`src/rtl/game_pkg.sv`:
```
// Shared types and constants for the sprite compositor: sprite word layout, FSM states
// and BCD score helpers.
package game_pkg;

    localparam int unsigned SPRITE_W = 25;
    localparam int unsigned RGB_W    = 24;
    localparam logic [15:0] BCD_MAX  = 16'h9999;

    typedef struct packed {
        logic [RGB_W-1:0] rgb;
        logic             valid;
    } sprite_t;

    typedef enum logic [1:0] {
        StActive,
        StWait,
        StUpdate,
        StOver
    } state_e;

    // Returns {carry_out, digit} for one BCD digit position.
    function automatic logic [4:0] bcd_digit_add(input logic [3:0] a, input logic [3:0] b,
                                                 input logic cin);
        logic [4:0] s;
        s = {1'b0, a} + {1'b0, b} + {4'b0000, cin};
        if (s > 5'd9) begin
            return {1'b1, s[3:0] + 4'd6};
        end
        return s;
    endfunction

endpackage

```
`src/rtl/bcd_add_sat.sv`:
```
// Four-digit combinational BCD adder; any carry out of the top digit saturates the
// result to 9999.
module bcd_add_sat
    import game_pkg::*;
(
    input  logic [15:0] a,
    input  logic [15:0] b,
    output logic [15:0] sum
);

    logic [15:0] raw;
    logic [4:0]  digit;
    logic        carry;

    always_comb begin
        raw   = '0;
        digit = '0;
        carry = 1'b0;
        for (int i = 0; i < 4; i++) begin
            digit            = bcd_digit_add(a[i*4 +: 4], b[i*4 +: 4], carry);
            raw[i*4 +: 4]    = digit[3:0];
            carry            = digit[4];
        end
        sum = carry ? BCD_MAX : raw;
    end

endmodule

```
`src/rtl/sprite_compositor.sv`:
```
// Layer mixer, bullet/enemy collision flag and per-frame score/life accounting.
// Define SPRITE_COMPOSITOR_PLAYER_HIT_EN to let player/enemy overlaps cost lives.
module sprite_compositor
    import game_pkg::*;
#(
    parameter logic [15:0] POINTS = 16'h0010,
    parameter int unsigned LIVES  = 3
) (
    input  logic                clock,
    input  logic                reset,
    input  logic [11:0]         display_col,
    input  logic [10:0]         display_row,
    input  logic                calc,
    input  logic [SPRITE_W-1:0] enemy_color,
    input  logic [SPRITE_W-1:0] player_color,
    input  logic [SPRITE_W-1:0] bullet_color,
    input  logic [RGB_W-1:0]    background,
    output logic [RGB_W-1:0]    pixel,
    output logic                hit,
    output logic                bullet_clear,
    output logic [15:0]         score,
    output logic [1:0]          lives,
    output logic                game_over
);

    localparam logic [1:0] LIVES_INIT = 2'(LIVES);

    sprite_t enemy_s, player_s, bullet_s;

    state_e           state_q, state_d;
    logic             calc_q;
    logic [RGB_W-1:0] pixel_q, pixel_d;
    logic             hit_q, hit_now;
    logic             hit_seen_q, hit_seen_d;
    logic [15:0]      score_q, score_d, score_sum;
    logic             lives_zero;

    // Position is implied by upstream alignment; the compositor itself is position-free.
    logic unused_pos;
    assign unused_pos = ^{display_col, display_row};

    assign enemy_s  = enemy_color;
    assign player_s = player_color;
    assign bullet_s = bullet_color;

    assign hit_now = !calc && bullet_s.valid && enemy_s.valid && (state_q != StOver);

    always_comb begin
        pixel_d = '0;
        if (!calc) begin
            if (bullet_s.valid) begin
                pixel_d = bullet_s.rgb;
            end else if (player_s.valid) begin
                pixel_d = player_s.rgb;
            end else if (enemy_s.valid) begin
                pixel_d = enemy_s.rgb;
            end else begin
                pixel_d = background;
            end
        end
    end

    bcd_add_sat u_score_add (
        .a   (score_q),
        .b   (POINTS),
        .sum (score_sum)
    );

`ifdef SPRITE_COMPOSITOR_PLAYER_HIT_EN
    logic       pl_seen_q, pl_seen_d;
    logic [1:0] lives_q, lives_d;

    always_comb begin
        pl_seen_d = pl_seen_q;
        lives_d   = lives_q;
        if (state_q == StActive) begin
            if (!calc && player_s.valid && enemy_s.valid) begin
                pl_seen_d = 1'b1;
            end
        end else if (state_q == StUpdate) begin
            pl_seen_d = 1'b0;
            if (pl_seen_q && (lives_q != 2'd0)) begin
                lives_d = lives_q - 2'd1;
            end
        end
    end

    always_ff @(posedge clock or posedge reset) begin
        if (reset) begin
            pl_seen_q <= 1'b0;
            lives_q   <= LIVES_INIT;
        end else begin
            pl_seen_q <= pl_seen_d;
            lives_q   <= lives_d;
        end
    end

    assign lives_zero = (lives_d == 2'd0);
    assign lives      = lives_q;
    assign game_over  = (state_q == StOver);
`else
    assign lives_zero = 1'b0;
    assign lives      = LIVES_INIT;
    assign game_over  = 1'b0;
`endif

    always_comb begin
        state_d      = state_q;
        hit_seen_d   = hit_seen_q;
        score_d      = score_q;
        bullet_clear = 1'b0;
        unique case (state_q)
            StActive: begin
                if (hit_now) begin
                    hit_seen_d = 1'b1;
                end
                if (calc && !calc_q) begin
                    state_d = StUpdate;
                end
            end
            StUpdate: begin
                if (hit_seen_q) begin
                    score_d      = score_sum;
                    bullet_clear = 1'b1;
                end
                hit_seen_d = 1'b0;
                // A calc pulse that already ended skips WAIT so its falling edge is not lost.
                if (lives_zero) begin
                    state_d = StOver;
                end else if (calc) begin
                    state_d = StWait;
                end else begin
                    state_d = StActive;
                end
            end
            StWait: begin
                if (!calc && calc_q) begin
                    state_d = StActive;
                end
            end
            StOver: begin
            end
            default: state_d = StWait;
        endcase
    end

    always_ff @(posedge clock or posedge reset) begin
        if (reset) begin
            state_q    <= StWait;
            calc_q     <= 1'b0;
            pixel_q    <= '0;
            hit_q      <= 1'b0;
            hit_seen_q <= 1'b0;
            score_q    <= '0;
        end else begin
            state_q    <= state_d;
            calc_q     <= calc;
            pixel_q    <= pixel_d;
            hit_q      <= hit_now;
            hit_seen_q <= hit_seen_d;
            score_q    <= score_d;
        end
    end

    assign pixel = pixel_q;
    assign hit   = hit_q;
    assign score = score_q;

endmodule

```
`config.mk`:
```
export PLATFORM = sky130hd
export DESIGN_NAME = sprite_compositor
export DESIGN_NICKNAME = d
export VERILOG_FILES = /design/src/rtl/game_pkg.sv /design/src/rtl/bcd_add_sat.sv /design/src/rtl/sprite_compositor.sv
export SDC_FILE = /design/constraint.sdc
export NUM_CORES = 1
export LEC_CHECK = 0
export ABC_AREA = 1
export CORE_MARGIN = 3
export CORE_UTILIZATION = 31
export CTS_CLUSTER_SIZE = 8
export DETAILED_ROUTE_END_ITERATION = 8
export GPL_ROUTABILITY_DRIVEN = 0
export PLACE_DENSITY_LB_ADDON = 0.25
export SYNTH_ARGS = -nofsm -noshare
export SYNTH_HDL_FRONTEND = slang
export SYNTH_SLANG_ARGS = --single-unit
```
`constraint.sdc`:
```
create_clock -name clock -period 5 [get_ports clock]
set_input_delay 0.5 -clock clock [delete_from_list [all_inputs] [get_ports clock]]
set_output_delay 0.5 -clock clock [all_outputs]
set_load 0.1 [all_outputs]
```
Word-level counts from Yosys, hierarchy flattened:

Cells that the tools add are included.
W data, S select, Z words.

* word-level logic and storage cells: 65
* bits in read-only memories: 0
* memories: 0
* register bits after elaboration: 45
* bits in latches: 0
* input port bits: 125
* output and inout port bits: 45
* bits in writable memories: 0

* divide/modulo/power cells: 0
* muxes and demuxes: 25
* reductions and logical operators: 15
* $add $sub $neg: 8
* bitwise gates (word level): 0
* shifts and indexed selects: 0
* $mul: 0
* magnitude comparators: 4
* equality and inequality tests: 6

Operators with widths (number)
* $mux W24: 4
* $mux W5: 8
* $add A4 B3 Y4 const B: 4
* $mux W16: 1
* $gt A5 B4 Y1 const B: 3
* $add A4 B1 Y5: 2
* $mux W1: 8
* $ne A2 B2 Y1 const B: 4
* $pmux W2 S3: 1
* $reduce_and A3 Y1: 2
* $add A4 B1 Y5 const B: 1
* $add A5 B1 Y5: 1
* $logic_and A1 B1 Y1: 5
* $gt A4 B4 Y1 const B: 1
* $mux W2: 2
* $reduce_and A2 Y1: 2
* $reduce_bool A2 Y1: 2
* $reduce_bool A3 Y1: 1
* $eq A2 B1 Y1 const B: 1
* $eq A2 B2 Y1 const B: 1
* $logic_not A1 Y1: 2
* $logic_not A2 Y1: 1
* $pmux W1 S2: 1

Depth between registers and ports, before layout:

* word-level depth: 17
* mapped depth: 31
* mapped depth without buffers: 31

Hierarchy:

Synthesis repeated with hierarchy kept, for this count alone.

* cells, all modules: 509
* area, all modules: 3579.7 sq um

Modules (own cells, without submodules)
* sprite_compositor: cells each 324, sequential area each 1127.3 sq um, instances 1, area each 2529.9 sq um
* bcd_add_sat: cells each 185, sequential area each 0.0 sq um, instances 1, area each 1049.8 sq um

Worst setup path before layout:

Ideal clock, no wire load.

* kind: register to register
* start point: reg score_q[2], in the netlist score[2]
* end point: reg score_q[5], in the netlist score[5]
* path buffers: 0
* path slack: 0.562 ns
* library setup time: 0.120 ns
* data arrival time: 4.318 ns
* clock period less this slack: 4.438 ns
* cell stages (with the launch flop): 30
* cell sequence: dfrtp_1 > nor2_1 > nor2_1 > inv_1 > ha_1 > inv_1 > ha_1 > nand2_1 > nand2_1 > inv_1 > ha_1 > inv_1 > nand2_1 > o21ai_2 > ha_1 > ha_1 > xor2_1 > inv_2 > nand2_2 > nand2_2 > nand2_4 > ha_1 > ha_1 > a21oi_1 > o21ai_2 > nand2_2 > nand2_4 > inv_6 > nand3_1 > nand2_1

* cells in the longest elaborated chain, start to end: 16
* elaborated cells on any way between the ends: 18
* those cells by class: add/sub: 4; order compare: 4; mux: 10

RTL lines
* start: declaration: RTL line sprite_compositor.sv:35 `logic [15:0] score_q, score_d, score_sum;`
* start signal: assignment: RTL line sprite_compositor.sv:161 `score_q <= score_d;`
* $gt A4 B4 Y1 (*): RTL line game_pkg.sv:26 `if (s > 5'd9) begin`
* $mux W1 (*): RTL line game_pkg.sv:26
* $mux W5 (*): RTL line game_pkg.sv:29 `return s;`
* $add A5 B1 Y5 (*): RTL line game_pkg.sv:25 `s = {1'b0, a} + {1'b0, b} + {4'b0000, cin};`
* $gt A5 B4 Y1: RTL line game_pkg.sv:26
* $mux W1: RTL line game_pkg.sv:26
* $mux W5 (*): RTL line game_pkg.sv:29
* $add A4 B1 Y5: RTL line game_pkg.sv:25
* $gt A5 B4 Y1: RTL line game_pkg.sv:26
* $mux W1: RTL line game_pkg.sv:26
* $mux W5: RTL line game_pkg.sv:29
* $add A4 B1 Y5: RTL line game_pkg.sv:25
* $gt A5 B4 Y1: RTL line game_pkg.sv:26
* $mux W1: RTL line game_pkg.sv:26
* $mux W5: RTL line game_pkg.sv:29
* $mux W16 (*): RTL line bcd_add_sat.sv:24 `sum = carry ? BCD_MAX : raw;`

Mark *: on every way between the ends. The rest lies on a longest branch, timed or not. The select of a mux whose other input is x is not followed.
A chain may end at the register's enable or synchronous reset.

Worst setup path in the final report:

* start point: reg score_q[2], in the netlist score[2]
* end point: reg score_q[0], in the netlist score[0]

* cells in the longest elaborated chain, start to end: 17
* elaborated cells on any way between the ends: 18
* those cells by class: add/sub: 3; order compare: 4; mux: 9; reduce/logical: 2

RTL lines (RTL line)
* $gt A4 B4 Y1 (*): game_pkg.sv:26
* $mux W1 (*): game_pkg.sv:26
* $mux W5: game_pkg.sv:29
* $add A5 B1 Y5: game_pkg.sv:25
* $gt A5 B4 Y1: game_pkg.sv:26
* $mux W1: game_pkg.sv:26
* $mux W5: game_pkg.sv:29
* $add A4 B1 Y5: game_pkg.sv:25
* $gt A5 B4 Y1: game_pkg.sv:26
* $mux W1: game_pkg.sv:26
* $mux W5: game_pkg.sv:29
* $add A4 B1 Y5: game_pkg.sv:25
* $gt A5 B4 Y1: game_pkg.sv:26
* $mux W1: game_pkg.sv:26
* $mux W5: game_pkg.sv:29
* $reduce_bool A2 Y1 (no source line)
* $reduce_and A3 Y1 (no source line)

Marks and branches as above.

==> results.md <==
* Status: finished, final reports clean
* Fin. max-slew vios at 0
* Root Buffer: clkbuf_8
* Unrepaired setup endpoints after global routing: false
* Die area at 0.01030 sq mm
* Clk pin slew, worst setup/hold paths at 90 ps
* Post-synthesis sequential area ratio at 39.90%
* Synth Area in Compound Gates at 13.06%
* Final WS setup at 846.3 ps
* Fin. Hold Viols at 0
* Skew-Pair Late Insertion Delay at 300 ps
* Pwr/cell area at 496.9 mW/mm^2
* Most instantiated cells after synthesis: nand2_1, dfrtp_1, o21ai_0, inv_1, a21oi_1
* Row count at 34
* Yosys cell types at 33
* Mux cell area share after synthesis at 18.07%
* Core area at 0.008806 sq mm
* Final Skew at 6.304 ps
* Pre-CTS setup slack at 849.9 ps
* Post-CTS Setup Inserts at 0
* Nets at 588
* Worst slew pin tran at 1123 ps
* MaxCap Viol Count at 0
* Post-Syn Instances at 313
* Synth area leader: dfrtp_1
* # DRC at 0
* Die Ht at 101.5 microns
* Synth Area in Adders at 6.200%
* FF/Latch Area at 0.001127 sq mm
* Post-synthesis register bit count at 45
* Top Ports at 170
* Hold Buf Count CTS at 0
* Initial Util at 32.08%
* Busiest grt layer: met2
* Ant diodes at 0
* Number of H-tree levels at 2
* Post-synthesis cell area at 0.002825 sq mm
* Setup CP Type: flip-flop to flip-flop
* Via count of the first global-routing pass at 2601
* Top cells by area, synth: dfrtp_1, mux2_2, mux2i_1, nand2_1, ha_1
* Cell area after layout at 0.004436 sq mm
* Pleak at 1.966 nW
* Die Wd at 101.5 microns
* Post-Synth Simple-Gate Area at 13.51%
* Mean Syn Cell Area at 9.026 sq um
* Routed len/inst at 13.92 microns
* Tmin final at 4154 ps
* CTS Sinks at 45
* Gr usage total at 15.46%
* Largest net degree at the start of global routing at 49
* Post-DP Area at 0.004315 sq mm
* Slew headroom at 24.89%
* Setup Total Neg Slack at 0 ps
* Final wirelength at 7769 microns
* Hold WC Path Type: flip-flop to flip-flop
* CTS max path bufs at 2
* Synth top area share at 38.97%
* GR Util met3 at 5.992%
* Post-synthesis xor/xnor area fraction at 1.196%
* Final setup violation count at 0
* CTS tree: built
* Total CTS buffers at 5
* GRT overflow at 0
* Met1 usage at 17.87%
* Ys async rst share at 100.0%
* Initial antenna violation count at 0
* Period utilization at 83.07%
* Total chip power at 2.204 mW
* VDD IR max at 233.7 uV
* Met2 track demand over resource at 26.66%
* Post-DR vias/cell at 4.677
* First-pass iteration count of the detailed router at 4
* Top_reg_cell synth: dfrtp_1
* Layout area overhead at 57.00%
* Worst EP arrival at 4350 ps
* Area occupied by multi-input gates at 0.001481 sq mm
* # fillers at 836
* DR vias at 2610
* CP max FO at 4
* Post-synth EDFFs at 0
* Worst Setup Start Kind: flip-flop
* Synth warn at 0
* Final HPWL DP at 6105 microns
* Detail Route Antenna Nets at 0
* Top-count cell post-synth: nand2_1
* First-pass GRT wire length at 12530 microns
* Layout cell share with drive strength beyond 1 at 11.78%
* Maximum clock frequency at 240.8 MHz
* Endpoint type of the worst setup path: flip-flop
* Port Buffers at 143
* 1st-iter DRT viols at 18
* Data required, critical path at 5190 ps
* Largest family of logic cells by synthesized area: multiplexers
* Post-cts sizing count at 0
[worst max-delay path, stage by stage, from the launching register on]
cell and delay [ps]:
dfrtp_1 400, nor2_1 80, nor2_1 150, inv_1 60, ha_1 170, inv_1 120, ha_1 210, nand2_1 80
nand2_1 90, inv_1 50, ha_1 180, inv_1 90, nand2_1 90, o21ai_2 190, ha_1 210, ha_1 190
xor2_1 280, inv_2 80, nand2_2 70, nand2_2 70, nand2_4 80, ha_1 180, ha_1 250, xnor2_2 140
nand2_1 90, nand2_2 120, nor2_2 60, or2_2 290
[stage by stage]
stage / util [%] / hold slack [ps] / cells
after floorplan: - / 488.4 / 314
after global placement: 49.01 / 455.8 / 550
after detailed placement: 49.01 / 462.8 / 550
after CTS: 50.37 / 482.2 / 558
after global routing: 50.37 / 493.0 / 558
final: 50.37 / 477.0 / 558
[worst paths after layout]
path	start	endpoint	slack (ps)	cells after the start
min in group asynchronous	reset	hit	740	2
min	score[0]	score[0]	480	1
max reg2reg	score[2]	score[0]	850	27
max	score[2]	score[0]	850	27
min reg2reg	score[0]	score[0]	480	1
max in group asynchronous	reset	pixel[18]	3660	2
[final cells by class]
class,instances,share of cell area [%]
clock buffers,6,1.862
clock inverters,2,0.8463
inverters,32,2.821
multi-input cells,220,33.40
flip-flops and latches,45,25.42
well taps,108,3.047
repair buffers,145,32.61
[flip-flops by register name (all words and copies together), names as in the netlist]
register    count
pixel          24
score          16
state_q         2
calc_q          1
hit             1
hit_seen_q      1
[routing by layer]
layer	share of wire [%]	up-vias
li1	-	1316
met1	40	1199
met2	50	87
met3	9.2	8
met4	0.77	0
met5	0	-
[kinds of logic after synthesis]
family,Yosys count
buffers and inverters,49
AO/OA/AOI/OAI,68
multiplexers,48
flip-flops,45
adder cells (fa/ha/maj),14
other,2
AND/OR/NAND/NOR,84
XOR/XNOR,3
[cell usage in the layout (no fill, tap or decap), drive strengths merged, types with 3 or more instances in the layout]
| master | count |
|---|---|
| clkdlybuf4s50 | 143 |
| nand2 | 56 |
| dfrtp | 44 |
| o21ai | 36 |
| inv | 31 |
| a21oi | 28 |
| mux2 | 24 |
| mux2i | 24 |
| nand3 | 15 |
| ha | 14 |
| nor2 | 8 |
| clkbuf | 6 |
| conb | 3 |
[where the power goes]
| group | internal, mW | switching (mW) |
|---|---|---|
| clock network | 0.163 | 0.130 |
| logic | 0.433 | 0.959 |
| registers | 0.447 | 0.0733 |
(Power assumes the default switching activity.)
==> edit: new RTL, same settings <==
Build with the macro `SPRITE_COMPOSITOR_PLAYER_HIT_EN` defined.
--- a/src/rtl/sprite_compositor.sv
+++ b/src/rtl/sprite_compositor.sv
@@ -1,4 +1,6 @@
 // Layer mixer, bullet/enemy collision flag and per-frame score/life accounting.
 // Define SPRITE_COMPOSITOR_PLAYER_HIT_EN to let player/enemy overlaps cost lives.
+`define SPRITE_COMPOSITOR_PLAYER_HIT_EN
+
 module sprite_compositor
     import game_pkg::*;
Check against the original RTL: not equivalent (a bounded check fails within 10 cycles, from zero or initial values and one cycle with reset high).
==> edit against the unedited design <==
  * Highest routed layer unchanged
  * Sequential share of layout area grew 0.63 points
  * Setup slack improved by 130 ps
  * Final area grew 4.3%
  * Critical endpoint is now score[10]
  * Utilization fell by 0.31 points
  * Global-route usage rose by 0.35 points
  * Sequential cell count up 3
  * Count of clock-buffer cells in the layout unchanged
  * Critical path depth is 6 lower
  * Largest cell class is now non-clock buffers
  * Wire length grew 11%
  * Synthesized area is 4.6% higher
Power is not compared: it rests on default switching activity, and its combinational part moved more than twofold at a synthesized area within 25%.
==> edit: results (changes against the unedited design) <==
| Metric | Value |
|---|---|
| DP HPWL | `6.73 mm (was 6.10 mm)` |
| Final non-filler cell total | `650 (was 558)` |
| Core Box Area | `9240 um^2 (was 8810 um^2)` |
| First-pass GRT wire length | `14.1 mm (was 12.5 mm)` |
| Initial drt markers | `44 (was 18)` |
| Htree depth | `2 (unchanged)` |
| DRT antenna net count | `0 (unchanged)` |
| Ys async rst share | `1.00 (unchanged)` |
| Post-CTS Setup Bufs | `0 (unchanged)` |
| Synth unique cells | `29 (was 33)` |
| Worst-path fanout max | `7 (was 4)` |
| GRT Total Usage | `0.158 (was 0.155)` |
| Mapped Avg Cell Area | `7.78 um^2 (was 9.03 um^2)` |
| Grt ovf | `0 (unchanged)` |
| Syn. warnings | `0 (unchanged)` |
| Switching share of power | `0.316` |
| Clock latency on the worst-skew pair | `290 ps` |
| Post-DP Area | `4520 um^2 (was 4320 um^2)` |
| Port buffer count | `146 (was 143)` |
| Root Driver | `clkbuf_8 (unchanged)` |
| FILL cells | `922 (was 836)` |
| Status | `complete, no violations (unchanged)` |
| Synth top cells by count | `nand2_1, inv_1, o21ai_0 (was nand2_1, dfrtp_1, o21ai_0)` |
| EDFF count, synth | `0 (unchanged)` |
| Place WS | `1010 ps (was 850 ps)` |
| Antenna diode count | `0 (unchanged)` |
| Initial antenna violation count | `0 (unchanged)` |
| Final wirelength | `8.59 mm (was 7.77 mm)` |
| 1st-pass router iterations | `4 (unchanged)` |
| Via Count | `2,966 (was 2,610)` |
| CTS buffer count | `5 (unchanged)` |
| Final nets | `659 (was 588)` |
| Cells after DPL | `642 (was 550)` |
| Clock transition at path regs | `90 ps (about the same)` |
| Clk buf depth | `2 (unchanged)` |
| Synth top area cells | `dfrtp_1, nand2_1, o21ai_0 (was dfrtp_1, mux2_2, mux2i_1)` |
| CTS resizes | `0 (unchanged)` |
| Max reg flops | `24 (unchanged)` |
| Worst min path class | `flop to flop (unchanged)` |
| Post-synth net total | `approximately 520` |
| Max IR drop VDD | `about 110 uV` |
| Layout cells sized above 1 | `0.0557 (was 0.118)` |
| Seq/Total Area, Yosys | `0.408 (was 0.399)` |
| Clock Skew | `9.89 ps (was 6.30 ps)` |
| Static Leak | `2.19 nW` |
| Largest net degree at the start of global routing | `51 (was 49)` |
| Slew @ Worst Pin | `1030 ps (was 1120 ps)` |
| Critical Path AT | `4270 ps (was 4350 ps)` |
edit: layout make-up:
type	count	area share
sequential	48	0.260
clock inverter	2	0.00757
inverter	59	0.0479
timing repair buffer	149	0.321
clock buffer	6	0.0157
multi-input combinational	257	0.313
tap	129	0.0349
edit: critical path, stage by stage, from the launching register on:
cell,delay [ps]
dfrtp_1,420
o21ai_0,300
ha_1,210
inv_1,60
ha_1,280
inv_1,120
nand3_1,90
nand3_1,140
nand2_1,120
ha_1,230
ha_1,290
inv_1,110
nand3_1,100
nand2_1,140
nand2_1,120
ha_1,230
ha_1,300
a21oi_1,150
nand2_2,110
a21oi_4,270
nand3_1,120
nand2_1,70
edit: layer usage:
metal	wire length (um)	up-vias	global-route usage
met5	0	-	0
met4	40	0	0.0285
met3	844	2	0.0573
met2	4310	100	0.287
met1	3400	1353	0.180
li1	-	1511	-
edit: final timing paths:
kind,start,to,slack [ps],depth (start not counted)
setup / recovery,score[1],score[10],970,21
min in group asynchronous,reset,pixel[22],760,2
hold reg to reg,score[0],score[0],470,2
max in group asynchronous,reset,pl_seen_q,3590,2
hold / removal,score[0],score[0],470,2
setup reg to reg,score[1],score[10],970,21
edit: per-stage QoR:
step,total power [mW],utilization
floorplan,0.580,-
global placement,0.704,0.489
detailed placement,0.706,0.489
CTS,0.992,0.501
global route,1.02,0.501
finish,0.976,0.501
edit: kinds of logic after synthesis:
family                     synth area share
AOI/OAI and AO/OA                     0.165
DFF                                   0.408
and+or+nand+nor                       0.184
adders and majority gates            0.0593
muxes                                0.0813
buffers and inverters                 0.103
edit: power by group through the flow:
stage / Sequential [mW] / Clock [mW] / Combinational (mW)
floorplan: 0.521 / 0 / 0.0591
global placement: 0.414 / 0 / 0.289
finish: 0.407 / 0.281 / 0.288
global route: 0.409 / 0.305 / 0.306
CTS: 0.408 / 0.293 / 0.291
detailed placement: 0.415 / 0 / 0.291
